**src/rtl/oric_pkg.sv**
```systemverilog
// Shared definitions for the ram_init_seq power-on RAM clear block:
// the sequencer state encoding and the default fill constants.
package oric_pkg;

  typedef enum logic [0:0] {
    ST_IDLE  = 1'b0,
    ST_CLEAR = 1'b1
  } init_state_t;

  localparam logic [7:0] DEF_FILL      = 8'h01;
  localparam int         DEF_PAT_SHIFT = 7;

endpackage

```
**src/rtl/ram_init_seq.sv**
```systemverilog
// Power-on RAM clear sequencer: fills DEPTH words with FILL, then passes CPU requests through.
// Optional build macro RAM_INIT_PATTERN_EN stripes the fill data every 2**PAT_SHIFT words.
module ram_init_seq
  import oric_pkg::*;
#(
  parameter int              AW        = 16,
  parameter int              DW        = 8,
  parameter int              DEPTH     = 2**AW,
  parameter logic [DW-1:0]   FILL      = DW'(DEF_FILL),
  parameter int              PAT_SHIFT = DEF_PAT_SHIFT
) (
  input  logic          clk_sys,
  input  logic          RESET,
  input  logic          start,
  input  logic          clr_ce,
  input  logic [AW-1:0] cpu_ad,
  input  logic [DW-1:0] cpu_d,
  input  logic          cpu_cs,
  input  logic          cpu_we,
  output logic [AW-1:0] mem_ad,
  output logic [DW-1:0] mem_d,
  output logic          mem_cs,
  output logic          mem_we,
  output logic          busy,
  output logic          done,
  output logic          cpu_reset
);

  localparam int             CNT_W    = AW + 1;
  localparam logic [CNT_W-1:0] CNT_LAST = CNT_W'(DEPTH - 1);

  init_state_t      state_r;
  init_state_t      state_nxt_s;
  logic [CNT_W-1:0] cnt_r;
  logic [CNT_W-1:0] cnt_nxt_s;
  logic             last_s;

  logic [AW-1:0]    mem_ad_s;
  logic [DW-1:0]    mem_d_s;
  logic             mem_cs_s;
  logic             mem_we_s;
  logic             busy_s;
  logic             done_s;
  logic [DW-1:0]    fill_s;

  // State and clear-address counter register
  always_ff @(posedge clk_sys) begin
    if (RESET) begin
      state_r <= ST_CLEAR;
      cnt_r   <= {CNT_W{1'b0}};
    end else begin
      state_r <= state_nxt_s;
      cnt_r   <= cnt_nxt_s;
    end
  end

  // Next-state and counter logic; a start always wins over completing the last write
  always_comb begin
    state_nxt_s = state_r;
    cnt_nxt_s   = cnt_r;
    last_s      = 1'b0;
    case (state_r)
      ST_IDLE: begin
        if (start) begin
          state_nxt_s = ST_CLEAR;
          cnt_nxt_s   = {CNT_W{1'b0}};
        end else begin
          state_nxt_s = ST_IDLE;
        end
      end
      ST_CLEAR: begin
        if (start) begin
          cnt_nxt_s = {CNT_W{1'b0}};
        end else if (clr_ce) begin
          if (cnt_r == CNT_LAST) begin
            state_nxt_s = ST_IDLE;
            cnt_nxt_s   = {CNT_W{1'b0}};
            last_s      = 1'b1;
          end else begin
            cnt_nxt_s = cnt_r + CNT_W'(1);
          end
        end else begin
          cnt_nxt_s = cnt_r;
        end
      end
      default: begin
        state_nxt_s = ST_CLEAR;
        cnt_nxt_s   = {CNT_W{1'b0}};
      end
    endcase
  end

  // Fill data for the current clear address
  always_comb begin
`ifdef RAM_INIT_PATTERN_EN
    if (cnt_r[PAT_SHIFT]) begin
      fill_s = ~FILL;
    end else begin
      fill_s = FILL;
    end
`else
    fill_s = FILL;
`endif
  end

  // Next values of the registered RAM-side request and status outputs
  always_comb begin
    mem_ad_s = cpu_ad;
    mem_d_s  = cpu_d;
    mem_cs_s = cpu_cs;
    mem_we_s = cpu_we;
    case (state_r)
      ST_IDLE: begin
        mem_ad_s = cpu_ad;
        mem_d_s  = cpu_d;
        mem_cs_s = cpu_cs;
        mem_we_s = cpu_we;
      end
      ST_CLEAR: begin
        // A restart issues one non-writing cycle at address 0 before the new sweep
        if (start) begin
          mem_ad_s = {AW{1'b0}};
          mem_d_s  = FILL;
          mem_cs_s = 1'b1;
          mem_we_s = 1'b0;
        end else begin
          mem_ad_s = cnt_r[AW-1:0];
          mem_d_s  = fill_s;
          mem_cs_s = 1'b1;
          mem_we_s = clr_ce;
        end
      end
      default: begin
        mem_ad_s = {AW{1'b0}};
        mem_d_s  = {DW{1'b0}};
        mem_cs_s = 1'b0;
        mem_we_s = 1'b0;
      end
    endcase
    done_s = last_s;
    busy_s = (state_nxt_s == ST_CLEAR);
  end

  // Output register
  always_ff @(posedge clk_sys) begin
    if (RESET) begin
      mem_ad    <= {AW{1'b0}};
      mem_d     <= {DW{1'b0}};
      mem_cs    <= 1'b0;
      mem_we    <= 1'b0;
      busy      <= 1'b1;
      done      <= 1'b0;
      cpu_reset <= 1'b1;
    end else begin
      mem_ad    <= mem_ad_s;
      mem_d     <= mem_d_s;
      mem_cs    <= mem_cs_s;
      mem_we    <= mem_we_s;
      busy      <= busy_s;
      done      <= done_s;
      cpu_reset <= busy_s;
    end
  end

endmodule

```
**config.mk**
```make
export PLATFORM = sky130hd
export DESIGN_NAME = ram_init_seq
export DESIGN_NICKNAME = d
export VERILOG_FILES = /design/src/rtl/oric_pkg.sv /design/src/rtl/ram_init_seq.sv
export SDC_FILE = /design/constraint.sdc
export NUM_CORES = 1
export LEC_CHECK = 0
export CORE_AREA = 2 2 70 72
export DETAILED_ROUTE_END_ITERATION = 7
export DIE_AREA = 0 0 72 74
export PLACE_DENSITY = 0.81
export SLEW_MARGIN = 20
export SYNTH_ARGS = -nofsm -noshare
export SYNTH_HDL_FRONTEND = slang
export SYNTH_SLANG_ARGS = --single-unit
```
**constraint.sdc**
```tcl
create_clock -name clk_sys -period 1.8 [get_ports clk_sys]
set_input_delay 0.18 -clock clk_sys [delete_from_list [all_inputs] [get_ports clk_sys]]
set_output_delay 0.18 -clock clk_sys [all_outputs]
set_load 0.01 [all_outputs]
```
==> impl_metrics.yaml <==
synth:
  avgSynthCellArea_sq_um: 9.65
  yosysSeqAreaShare_pct: 51.3
  ys.flop_type: "dfxtp_1"
  syn_nets: 213
  synth_top_area_share_pct: 51.3
  ys_async_sr_fraction_pct: 0
  yosys.cell_types.count: 42
  synthTopCellsByArea: "dfxtp_1 51%, a22o_1 8.0%, nand2_1 3.4%, nand3_1 2.6%, nor2_1 2.6%"
  syn_area_sq_um: 1760
  syn_inst: 182
  synth_edf_count: 0
  yosys_warnings: 0
  synth-seq-cells: 45
  synth_top_area_cell: "dfxtp_1"
worst_hold_path:
  min_from: "cnt_r[16]"
  hold_depth: 2
  min_to: "cnt_r[16]"
  min_path_type: "register to register"
grt:
  grt_pass1_vias: 1662
  grt_pass1_wl_um: 7280
  grt_remaining_overflow: 0
  grt_max_degree: 25
  antenna_found_initial: 0
  grt_use_total_pct: 17.4
finish:
  layout-drive-gt1-share_pct: 19.0
  fillers: 386
  final-instance-count-excl-fill: 322
  multiInputGateArea_sq_um: 805
  final_nets: 298
  seqCellArea_sq_um: 908
  layout-area-overhead-vs-synth_pct: 55.6
  fin_util_pct: 59.4
  design_area_sq_um: 2730
  diodes: 0
floorplan:
  rows: 25
  die_h_um: 74
  dieArea_sq_um: 5330
  die_x_um: 72
  start_util_pct: 38.2
  core_sq_um: 4600
  io_pins: 59
pwr:
  power_w: 0.00192
  leakage_nw: 1.06
  p_per_area_nw_per_um2: 702
  vdd_ir_drop_max_mv: 0.325
run:
  cap_violations: 0
timing:
  hold_violations: 0
  max_freq_ghz: 0.578
  worst_pin_slew_ps: 352
  setup-tns-final_ps: 0
  setup_viol: 0
  slew_violations: 0
  fin_crit_sh_pct: 96.1
  finalCriticalPeriod_ps: 1730
  maxSlewHeadroom_pct: 76.3
  skew_ps: 3.24
routing:
  route.met3.wl_um: 254
  m1WireLength_um: 1880
  top_layer: "met4"
  drt-initial-drc-count: 81
  wirelength_um: 4490
  dr_total_vias: 1729
  drc_errors: 0
  ant_nets: 0
  routedWlPerCell_um: 13.9
  met2_length_um: 2220
  firstDrtPassIters: 4
  drt-vias-per-instance: 5.37
critical_path:
  crit_path_end_kind: "register"
  cp_max_fo: 5
  reg2reg_from: "cnt_r[3]"
  ff2ff_path_depth: 4
  crit_type: "register to register"
  cp-start-kind: "register"
  r2r-end: "cnt_r[15]"
  critPathRequiredTime_ps: 2020
  arrival_ps: 1950
  rrSetupSlack_ps: 70
clock_tree:
  cts-root-buf: "clkbuf_8"
  clock_path_buffers: 2
  clock_latency_ps: 300
  cts.clk_slew.worst_paths_ps: 80
  cts_tree: "yes"
  numCtsBuffers: 5
  htreeDepth: 2
  clkSinkCount: 45
status:
  status: "finished, final reports clean"
placed_design:
  gp_congestion: 0.886
  place_inst: 313
  portBuffers: 58
  hpwl_um: 3390
  placed_cell_area_sq_um: 2580
placed cells by master, fill, tap and decap left out, drive strengths merged:
master / count
xor2: 3
buf: 32
or3: 1
or4: 4
a21o: 1
bufinv: 1
o211ai: 1
nand3: 9
nor2: 12
nand4bb: 1
nand4: 5
o22ai: 1
o2111a: 1
a31oi: 6
nor2b: 2
nor3: 3
and3: 2
o41a: 1
and2: 8
o21ai: 7
o311ai: 2
clkdlybuf4s50: 58
xnor2: 1
a21oi: 4
clkbuf: 7
a22o: 16
ha: 1
nand2: 16
inv: 4
and4: 2
a221o: 1
a211o: 1
nand4b: 1
nor4: 5
o31ai: 2
dfxtp: 45
or2: 1
power by group:
group | leakage (nW) | internal [W] | switching (W)
registers | 0.366 | 0.00100 | 0.00000484
clock network | 0.0585 | 0.000452 | 0.000324
logic | 0.632 | 0.0000877 | 0.0000488
total | 1.06 | 0.00154 | 0.000378
worst max-delay path, cell delays in order, from the launching register on:
cell	delay (ps)
dfxtp_1	440
nand4_1	200
or4_4	540
o41a_1	310
a31oi_1	170
area by class of cell:
class | instances | area share (%)
flip-flops and latches | 45 | 33.2
clock buffers | 7 | 3.16
multi-input cells | 121 | 29.4
repair buffers | 90 | 30.0
inverters | 4 | 0.549
well taps | 54 | 2.47
clock inverters | 1 | 1.10
registers in the layout (all words and copies together) (netlist names):
name       count
cnt_r         17
mem_ad        16
mem_d          8
cpu_reset      1
done           1
mem_cs         1
mem_we         1
worst max-delay path by stage:
stage,from,endpoint,slack [ps]
after floorplan,cnt_r[0],cnt_r[10],30
after global placement,cnt_r[9],cnt_r[10],60
after detailed placement,cnt_r[9],cnt_r[10],40
after CTS,cnt_r[9],cnt_r[10],9
after global routing,cnt_r[2],cnt_r[15],-20
final,cnt_r[3],cnt_r[15],70
synth_stat cells, drive strengths merged, types with 4 or more instances:
library cell,number
buf,5
clkbuf,7
nor2,12
nand3,9
and2,8
nand2,16
o21ai,7
nor4,5
a22o,16
a31oi,6
a21oi,4
or4,4
nand4,5
inv,4
dfxtp,45
timing repair:
item	CTS	global route
gates resized for setup	0	10
endpoints found under the setup margin	0	12
buffers inserted	0	1
hold buffers	0	0
cell families after synthesis:
| family | synth area share (%) |
|---|---|
| AO/OA/AOI/OAI | 18.7 |
| XOR/XNOR | 1.99 |
| adder cells (fa/ha/maj) | 0.712 |
| buffers and inverters | 4.27 |
| flip-flops | 51.3 |
| AND/OR/NAND/NOR | 23.1 |
per-stage QoR:
step / worst slack (ps) / hold slack [ps]
after floorplan: 32.0 / 252
after global placement: 62.0 / 419
after detailed placement: 35.5 / 417
after CTS: 8.90 / 427
after global routing: -23.4 / 450
final: 69.9 / 427
routing by layer:
layer,global-route usage [%],up-vias
li1,-,839
met1,19.2,807
met2,30.1,68
met3,4.34,15
met4,10.9,0
met5,0,-
Power figures use the tool's default switching activity.
